===== src/rtl/rvvi_sched_pkg.sv =====
`default_nettype none
// ============================================================================
//  Module  : rvvi_sched_pkg
//  Purpose : Shared types for the RVVI trace scheduler. These are the
//            scheduler FSM states and the error codes it reports.
//  Revision: 1.0 - initial release
// ============================================================================
package rvvi_sched_pkg;

    typedef enum logic [1:0] {
        IDLE = 2'd0,
        RUN  = 2'd1,
        DONE = 2'd2,
        ERR  = 2'd3
    } state_t;

    typedef enum logic [1:0] {
        ERR_NONE  = 2'd0,
        ERR_GAP   = 2'd1,
        ERR_STALE = 2'd2,
        ERR_DUP   = 2'd3
    } err_t;

endpackage
`default_nettype wire


===== src/rtl/rvvi_trace_hold.sv =====
`default_nettype none
// ============================================================================
//  Module  : rvvi_trace_hold
//  Purpose : One-entry holding register for a single trace stream.
//  Ports   : clk, reset_n       - clock, async active-low reset
//            flush_i            - drop any held record
//            enable_i           - scheduler is accepting records
//            valid_i / ready_o  - upstream handshake
//            order_i / rec_i    - upstream record
//            drain_i            - scheduler consumed the held record
//            hold_v_o, hold_order_o, hold_rec_o - held record
//  Revision: 1.0 - initial release
// ============================================================================
module rvvi_trace_hold #(
    parameter int ORDER_W = 64,
    parameter int RECW    = 256
) (
    input  logic               clk,
    input  logic               reset_n,
    input  logic               flush_i,
    input  logic               enable_i,
    input  logic               valid_i,
    output logic               ready_o,
    input  logic [ORDER_W-1:0] order_i,
    input  logic [RECW-1:0]    rec_i,
    input  logic               drain_i,
    output logic               hold_v_o,
    output logic [ORDER_W-1:0] hold_order_o,
    output logic [RECW-1:0]    hold_rec_o
);

    logic               v_q, v_d;
    logic [ORDER_W-1:0] order_q;
    logic [RECW-1:0]    rec_q;
    logic               w_load;

    // Ready only while empty. A drained entry therefore refills no earlier
    // than the following cycle.
    assign ready_o = ~v_q & enable_i;
    assign w_load  = valid_i & ready_o;

    always_comb begin
        v_d = v_q;
        if (flush_i)      v_d = 1'b0;
        else if (w_load)  v_d = 1'b1;
        else if (drain_i) v_d = 1'b0;
    end

    always_ff @(posedge clk or negedge reset_n) begin
        if (!reset_n) begin
            v_q     <= 1'b0;
            order_q <= '0;
            rec_q   <= '0;
        end else begin
            v_q <= v_d;
            if (w_load && !flush_i) begin
                order_q <= order_i;
                rec_q   <= rec_i;
            end
        end
    end

    assign hold_v_o     = v_q;
    assign hold_order_o = order_q;
    assign hold_rec_o   = rec_q;

endmodule
`default_nettype wire


===== src/rtl/rvvi_trace_scheduler.sv =====
`default_nettype none
// ============================================================================
//  Module  : rvvi_trace_scheduler
//  Purpose : Merges NREQ trace streams onto one RVVI retire slot in strict
//            ORDER sequence. Reports gaps, stale records and duplicates.
//            Signals end-of-trace when every stream is exhausted.
//  Ports   : clk, reset_n                      - clock, async active-low reset
//            start, clear, start_order         - control
//            req_valid/ready/order/rec/done    - per-stream inputs (packed)
//            out_valid/ready/order/rec/src     - retired record
//            busy, done, err, err_code         - status
//  Revision: 1.0 - initial release
// ============================================================================
module rvvi_trace_scheduler
    import rvvi_sched_pkg::*;
#(
    parameter int NREQ    = 4,
    parameter int ORDER_W = 64,
    parameter int RECW    = 256,
    parameter int TIMEOUT = 1024,
    localparam int SRC_W  = (NREQ > 1) ? $clog2(NREQ) : 1
) (
    input  logic                    clk,
    input  logic                    reset_n,
    input  logic                    start,
    input  logic                    clear,
    input  logic [ORDER_W-1:0]      start_order,
    input  logic [NREQ-1:0]         req_valid,
    output logic [NREQ-1:0]         req_ready,
    input  logic [NREQ*ORDER_W-1:0] req_order,
    input  logic [NREQ*RECW-1:0]    req_rec,
    input  logic [NREQ-1:0]         req_done,
    output logic                    out_valid,
    input  logic                    out_ready,
    output logic [ORDER_W-1:0]      out_order,
    output logic [RECW-1:0]         out_rec,
    output logic [SRC_W-1:0]        out_src,
    output logic                    busy,
    output logic                    done,
    output logic                    err,
    output logic [1:0]              err_code
);

    localparam int WD_W = (TIMEOUT > 2) ? $clog2(TIMEOUT) : 1;

    state_t             state_q, state_d;
    err_t               err_code_q, err_code_d;
    logic [ORDER_W-1:0] exp_order_q, exp_order_d;
    logic [WD_W-1:0]    wdog_q, wdog_d;
    logic               out_valid_q, out_valid_d;
    logic [ORDER_W-1:0] out_order_q, out_order_d;
    logic [RECW-1:0]    out_rec_q, out_rec_d;
    logic [SRC_W-1:0]   out_src_q, out_src_d;
    // Holds req_ready low for the first cycle after reset so every output is 0 in reset.
    logic               rdy_en_q;

    logic [NREQ-1:0]    w_hold_v, w_match, w_stale, w_drain;
    logic [ORDER_W-1:0] w_hold_order [NREQ];
    logic [RECW-1:0]    w_hold_rec   [NREQ];
    logic [SRC_W-1:0]   w_sel;
    logic               w_run, w_idle, w_dup, w_err_stale, w_emit;
    logic               w_stall, w_wd_cnt, w_err_gap, w_start, w_all_done;

    assign w_run   = (state_q == RUN);
    assign w_idle  = (state_q == IDLE);
    assign w_start = w_idle & start & ~clear;

    for (genvar i = 0; i < NREQ; i++) begin : g_hold
        logic [ORDER_W-1:0] w_diff;

        rvvi_trace_hold #(.ORDER_W(ORDER_W), .RECW(RECW)) u_hold (
            .clk         (clk),
            .reset_n     (reset_n),
            .flush_i     (clear),
            .enable_i    (rdy_en_q & (w_idle | w_run)),
            .valid_i     (req_valid[i]),
            .ready_o     (req_ready[i]),
            .order_i     (req_order[i*ORDER_W +: ORDER_W]),
            .rec_i       (req_rec[i*RECW +: RECW]),
            .drain_i     (w_drain[i]),
            .hold_v_o    (w_hold_v[i]),
            .hold_order_o(w_hold_order[i]),
            .hold_rec_o  (w_hold_rec[i])
        );

        // A zero distance is a match. A negative distance (MSB set) means
        // the record is behind the expected ORDER, which makes it stale.
        assign w_diff     = w_hold_order[i] - exp_order_q;
        assign w_match[i] = w_hold_v[i] & (w_diff == '0);
        assign w_stale[i] = w_hold_v[i] & w_diff[ORDER_W-1];
        assign w_drain[i] = w_emit & (w_sel == SRC_W'(i));
    end

    // Lowest-index matching stream
    always_comb begin
        w_sel = '0;
        for (int i = NREQ - 1; i >= 0; i--) begin
            if (w_match[i]) w_sel = SRC_W'(i);
        end
    end

    // This is true when more than one bit of w_match is set.
    assign w_dup       = w_run & ((w_match & (w_match - 1'b1)) != '0);
    assign w_err_stale = w_run & (|w_stale);
    assign w_stall     = out_valid_q & ~out_ready;
    assign w_emit      = w_run & (|w_match) & ~w_stall & ~w_dup & ~w_err_stale;
    assign w_wd_cnt    = w_run & (|w_hold_v) & ~w_emit & ~w_stall;
    assign w_err_gap   = w_wd_cnt & (wdog_q == WD_W'(TIMEOUT - 1));
    assign w_all_done  = (&req_done) & ~(|w_hold_v) & ~out_valid_q;

    // FSM next state and error code
    always_comb begin
        state_d    = state_q;
        err_code_d = err_code_q;
        if (clear) begin
            state_d    = IDLE;
            err_code_d = ERR_NONE;
        end else begin
            case (state_q)
                IDLE: if (start) state_d = RUN;
                RUN: begin
                    if (w_dup) begin
                        state_d    = ERR;
                        err_code_d = ERR_DUP;
                    end else if (w_err_stale) begin
                        state_d    = ERR;
                        err_code_d = ERR_STALE;
                    end else if (w_err_gap) begin
                        state_d    = ERR;
                        err_code_d = ERR_GAP;
                    end else if (w_all_done) begin
                        state_d    = DONE;
                    end
                end
                default: ;
            endcase
        end
    end

    // Expected ORDER, watchdog and output slot
    always_comb begin
        exp_order_d = exp_order_q;
        wdog_d      = wdog_q;
        out_valid_d = out_valid_q;
        out_order_d = out_order_q;
        out_rec_d   = out_rec_q;
        out_src_d   = out_src_q;
        if (clear) begin
            exp_order_d = '0;
            wdog_d      = '0;
            out_valid_d = 1'b0;
            out_order_d = '0;
            out_rec_d   = '0;
            out_src_d   = '0;
        end else begin
            if (w_start) begin
                exp_order_d = start_order;
                wdog_d      = '0;
            end else if (w_emit) begin
                exp_order_d = exp_order_q + 1'b1;
                wdog_d      = '0;
            end else if (w_wd_cnt) begin
                wdog_d      = wdog_q + 1'b1;
            end

            if (w_emit) begin
                out_valid_d = 1'b1;
                out_order_d = w_hold_order[w_sel];
                out_rec_d   = w_hold_rec[w_sel];
                out_src_d   = w_sel;
            end else if (out_ready) begin
                out_valid_d = 1'b0;
            end
        end
    end

    always_ff @(posedge clk or negedge reset_n) begin
        if (!reset_n) begin
            state_q     <= IDLE;
            err_code_q  <= ERR_NONE;
            exp_order_q <= '0;
            wdog_q      <= '0;
            out_valid_q <= 1'b0;
            out_order_q <= '0;
            out_rec_q   <= '0;
            out_src_q   <= '0;
            rdy_en_q    <= 1'b0;
        end else begin
            state_q     <= state_d;
            err_code_q  <= err_code_d;
            exp_order_q <= exp_order_d;
            wdog_q      <= wdog_d;
            out_valid_q <= out_valid_d;
            out_order_q <= out_order_d;
            out_rec_q   <= out_rec_d;
            out_src_q   <= out_src_d;
            rdy_en_q    <= 1'b1;
        end
    end

    assign out_valid = out_valid_q;
    assign out_order = out_order_q;
    assign out_rec   = out_rec_q;
    assign out_src   = out_src_q;
    assign busy      = (state_q == RUN);
    assign done      = (state_q == DONE);
    assign err       = (state_q == ERR);
    assign err_code  = err_code_q;

endmodule
`default_nettype wire


===== config.mk =====
export PLATFORM = sky130hd
export DESIGN_NAME = rvvi_trace_scheduler
export DESIGN_NICKNAME = d
export VERILOG_FILES = /design/src/rtl/rvvi_sched_pkg.sv /design/src/rtl/rvvi_trace_hold.sv /design/src/rtl/rvvi_trace_scheduler.sv
export SDC_FILE = /design/constraint.sdc
export NUM_CORES = 2
export LEC_CHECK = 0
export BUFFER_PORTS_ARGS = -buffer_cell sky130_fd_sc_hd__clkbuf_2
export CAP_MARGIN = 10
export CORE_AREA = 2 2 662 664
export DETAILED_ROUTE_END_ITERATION = 7
export DIE_AREA = 0 0 664 666
export GPL_TIMING_DRIVEN = 1
export SYNTH_ARGS = -nofsm -noshare
export SYNTH_HDL_FRONTEND = slang
export SYNTH_SLANG_ARGS = --single-unit

===== constraint.sdc =====
create_clock -name clk -period 12.1 [get_ports clk]
set_clock_uncertainty 0.2 [all_clocks]
set_input_delay 2.42 -clock clk [delete_from_list [all_inputs] [get_ports clk]]
set_output_delay 2.42 -clock clk [all_outputs]
set_load 0.1 [all_outputs]

### Word-level counts from Yosys, hierarchy flattened

Cells that the tools add are included.

* add/sub/neg operators: 7
* multiply operators: 0
* div/mod/pow operators: 0
* order comparisons: 1
* equality and inequality tests: 9
* shift-type cells: 0
* multiplexer cells: 50
* bitwise operators: 51
* reduce and logical (&&, ||, !) cells: 29

Operators by type and width (number)
* $mux 256: 4
* $bmux 256 s2: 1
* $mux 64: 7
* $logic_not 64->1: 4
* $sub 64x64->64: 4
* $bmux 64 s2: 1
* $add 64x1->64 const B: 1
* $mux 10: 4
* $and 1x1->1: 36
* $mux 2: 17
* $reduce_bool 3->1: 7
* $mux 1: 15
* $not 1->1: 12
* $reduce_bool 4->1: 3
* $reduce_or 4->1: 3
* $add 10x1->10 const B: 1
* $eq 10x10->1 const B: 1
* $eq 2x2->1 const B: 4
* $ne 6x2->1 const B: 1
* $and 4x4->4: 1
* $eq 2x1->1 const B: 2
* $logic_and 1x1->1: 4
* $logic_not 2->1: 2
* $pmux 2 s2: 1
* other kinds (10): 11

* register bits: 1686
* bits in latches: 0
* bits in writable memories: 0
* memory bits (read-only): 0
* output and inout port bits: 332
* logic and storage cells: 168
* memories kept: 0

### Logic depth before layout (Yosys ltp)

* depth after elaboration: 19
* mapped depth: 28

### Cells and area by module

A second synthesis with hierarchy kept.

* cells, all modules: 8429
* area total of the unflattened synthesis: 97654.9 sq um

Modules (own cells, without submodules)
* rvvi_trace_hold: instances 4, cells an instance 682, area each 13484.2 sq um, sequential area each 8032.7 sq um
* rvvi_trace_scheduler: instances 1, cells an instance 5701, area each 43718.2 sq um, sequential area each 10059.6 sq um

### Least setup slack after synthesis

OpenSTA, ideal clock, no wires.

* path kind: register -> register
* from: register exp_order_q[2]
* to: register out_rec_q[152], in the netlist out_rec[152]
* arrival: 5445 ps
* required time: 11822 ps
* slack: 6377 ps
* cell stages (with the launch flop): 27
* period minus slack after synthesis: 5723 ps
* cell sequence: dfrtp_1 > inv_1 > ha_1 > nand2_1 > a211oi_1 > o31ai_4 > o21ai_2 > a311oi_4 > o21ai_2 > a21oi_2 > xnor2_1 > or4_1 > or4_1 > or4b_1 > clkbuf_1 > and2_0 > clkbuf_1 > mux2i_1 > o22a_1 > buf_4 > or2_1 > buf_2 > buf_4 > buf_8 > buf_6 > nand2_1 > a21oi_1

* cells in the longest elaborated chain, start to end: 13

Ends and longest elaborated chain
* start, declared: line rvvi_trace_scheduler.sv:48 `logic [ORDER_W-1:0] exp_order_q, exp_order_d;`
* start signal, assigned: line rvvi_trace_scheduler.sv:191 `exp_order_q <= exp_order_d;`
* branches (longest 13 deep; another with $sub 64x64->64)
* end signal, assigned: line rvvi_trace_scheduler.sv:195 `out_rec_q <= out_rec_d;`
* end, declared: line rvvi_trace_scheduler.sv:52 `logic [RECW-1:0] out_rec_q, out_rec_d;`

Parallel ways; which one is timed is not known. The select of a mux whose other input is x is not followed.
A chain may end at the register's enable or synchronous reset.

### Worst setup path after layout

* from: register exp_order_q[24]
* to: register out_rec_q[84], in the netlist out_rec[84]

Same word-level chain as after synthesis.

==> impl_metrics.tcl <==
set metrics [dict create \
    synth-seq-cells 1686 \
    final_cell_mix "dfrtp_1 (1686), clkbuf_2 (1686), mux2_2 (1283)" \
    setup-tns-final_ns 0 \
    synth_nets 10700 \
    die_w_um 664 \
    grt_max_degree 134 \
    critPathArrivalTime_ns 9.54 \
    ir_drop_mv 0.149 \
    path_clk_slew_ns 0.08 \
    startpoint_type "register" \
    startpoint "exp_order_q[24]" \
    cts_tree "built" \
    yosysUniqueCellTypes 90 \
    start_util 0.210 \
    clkLatencyLatePin_ns 0.99 \
    maxSlewViolCount 0 \
    cts_setup_buffers 0 \
    cts_buffers 210 \
    die_h_um 666 \
    antenna_found_initial 245 \
    ys_seq_area_frac 0.462 \
    vias 86600 \
    maxSlewHeadroom 0.0555 \
    wl_um 567000 \
    syn_to_final_growth_pct 24.7 \
    hpwl_um 451000 \
    io_pins 1689 \
    coreArea_mm2 0.436 \
    finalSetupViolations 0 \
    rows 243 \
    fin_crit_sh 0.742 \
    drive_above_1_share 0.331 \
    dr.pass1.iters 7 \
    h-tree-depth 4 \
    reg2reg_from "exp_order_q[24]" \
    grt_pass1_wl_um 750000 \
    fmax_mhz 111 \
    ant_nets 0 \
    synthCells 9099 \
    fin_cells 16600 \
    status "finished clean" \
    dieArea_mm2 0.442 \
    synth_ff_type "dfrtp_1" \
    overflow 0 \
    fin_crit_ns 8.98 \
    worstPathRequired_ns 12.66 \
    max_cap_viol_count 0 \
    power_density_mw_per_mm2 222 \
    cp-end-kind "register" \
    min_from "g_hold[2].u_hold.hold_rec_o[209]" \
    place_inst 16100 \
    worstPathMaxFanout 67 \
    p_leak_nw 47.0 \
    synth.avg_cell_area_um2 10.0 \
    place_congestion 1.02 \
    grt_pass1_vias 84100 \
    tightest_slew_ns 1.42 \
    mappedNetlistArea_mm2 0.0914 \
    path_class "register to register" \
    synthArstFlopShare 1.00 \
    cts.sinks 1686 \
    fin_nets 12100 \
    clockRootBuffer "clkbuf_16" \
    drc 0 \
    cts_buffer_depth 4 \
    hold_path.class "register to register" \
    grt_usage 0.246 \
    synth_warnings 0 \
    drt-vias-per-instance 5.22 \
    finalHoldViolCount 0 \
    drt_iter0_drc 8884 \
    port_buffers 1688 \
    cts_resized 0 \
    wl_per_cell_um 34.2 \
    rsz0062_at_grt "no" \
    synth-edff-count 0 \
    hold_buffers 0 \
]
-- worst max-delay path: stages (launching register included) --
cell and delay (ns):
dfrtp_1 0.39, inv_1 0.39, ha_1 0.44, a21oi_1 0.29, o21ai_0 0.12, a21oi_1 0.36, o21ai_0 0.46, nor4_1 0.78
nor4_1 0.12, nor2_1 0.35, xnor2_1 0.36, a21o_1 0.25, a2111oi_0 0.76, and4_4 0.65, nor2_1 0.18, and3_4 0.42
buf_12 0.29, buf_12 0.37, a221oi_1 0.94, nand2b_1 0.20, a21oi_1 0.08
-- final cells by class --
type | count | area (um^2)
Multi-Input combinational cell | 6620 | 46100
Fill cell | 46900 | 322000
Inverter | 141 | 537
Timing Repair Buffer | 1847 | 10100
Tap cell | 5757 | 7200
Antenna cell | 152 | 380
Clock buffer | 284 | 6010
Sequential cell | 1686 | 42200
Clock inverter | 102 | 1340
-- metal layers --
metal | global-route usage | vias up | share of wire
li1 | - | 36200 | -
met1 | 0.288 | 44200 | 0.38
met2 | 0.393 | 4779 | 0.46
met3 | 0.0621 | 1331 | 0.083
met4 | 0.172 | 72 | 0.082
met5 | 0 | - | 0.00088
-- cells in the mapped netlist (31+ instances only) --
master / instances / area [um^2]
a21o_1: 54 / 405
nor4_1: 60 / 375
xor2_1: 72 / 631
nor2_1: 270 / 1010
clkbuf_1: 569 / 2140
a211oi_1: 34 / 255
and3_1: 37 / 231
nand2b_1: 343 / 2150
buf_2: 37 / 185
a31oi_1: 41 / 257
dfrtp_1: 1686 / 42200
inv_1: 139 / 522
nand4_1: 146 / 913
ha_1: 254 / 3180
nand3_1: 423 / 2120
nand2_1: 1049 / 3940
o21ai_0: 322 / 1610
nor3_1: 128 / 641
a21oi_1: 1092 / 5470
or3_1: 31 / 194
o211ai_1: 31 / 233
xnor2_1: 137 / 1200
mux2_2: 1283 / 14400
o21a_1: 63 / 473
o21bai_1: 31 / 233
a221oi_1: 328 / 2870
-- sequential cells by signal (all words and copies together) (netlist names) --
signal	cells
out_valid	1
g_hold.u_hold.hold_rec_o	1024
out_rec	256
out_src	2
g_hold.u_hold.hold_v_o	4
rdy_en_q	1
exp_order_q	64
g_hold.u_hold.hold_order_o	256
out_order	64
state_q	2
wdog_q	10
err_code	2
-- power breakdown --
| part | total (W) | leakage (nW) | internal [W] | switching, W |
|---|---|---|---|---|
| clock | 0.00682 | 3.61 | 0.00392 | 0.00289 |
| combinational | 0.00941 | 22.6 | 0.00371 | 0.00569 |
| sequential | 0.00908 | 20.8 | 0.00721 | 0.00187 |
| total | 0.0253 | 47.0 | 0.0148 | 0.0105 |
-- logic make-up (layout without fill, tap and decap cells) --
family | count (synthesis) | in the layout | synth area share
AND/OR/NAND/NOR | 2615 | 2615 | 0.137
AO/OA/AOI/OAI | 2237 | 2237 | 0.152
flip-flops | 1686 | 1686 | 0.462
multiplexers | 1303 | 1303 | 0.160
buffers and inverters | 793 | 2374 | 0.0343
adder cells (fa/ha/maj) | 255 | 255 | 0.0349
XOR/XNOR | 209 | 209 | 0.0200
other | 1 | 153 | 0.0000410
-- final timing paths --
path	to	slack (ns)	cells past startpoint
max in group asynchronous	g_hold[1].u_hold.hold_order_o[54]	7.97	3
max	out_rec[84]	3.12	20
min in group asynchronous	g_hold[1].u_hold.hold_order_o[32]	1.33	1
min	g_hold[2].u_hold.hold_rec_o[209]	0.31	1
max reg2reg	out_rec[84]	3.12	20
min reg2reg	g_hold[2].u_hold.hold_rec_o[209]	0.31	1
-- through the flow --
step	hold WS, ns	setup slack [ns]	utilization	power [W]	instance area (um^2)
after floorplan	0.280	6.38	-	0.0139	91400
after global placement	0.289	2.75	0.243	0.0184	106000
after detailed placement	0.295	3.47	0.244	0.0183	106000
after CTS	0.309	3.44	0.260	0.0252	114000
after global routing	0.314	3.15	0.261	0.0263	114000
final	0.306	3.12	0.261	0.0253	114000
(Power assumes the default switching activity.)
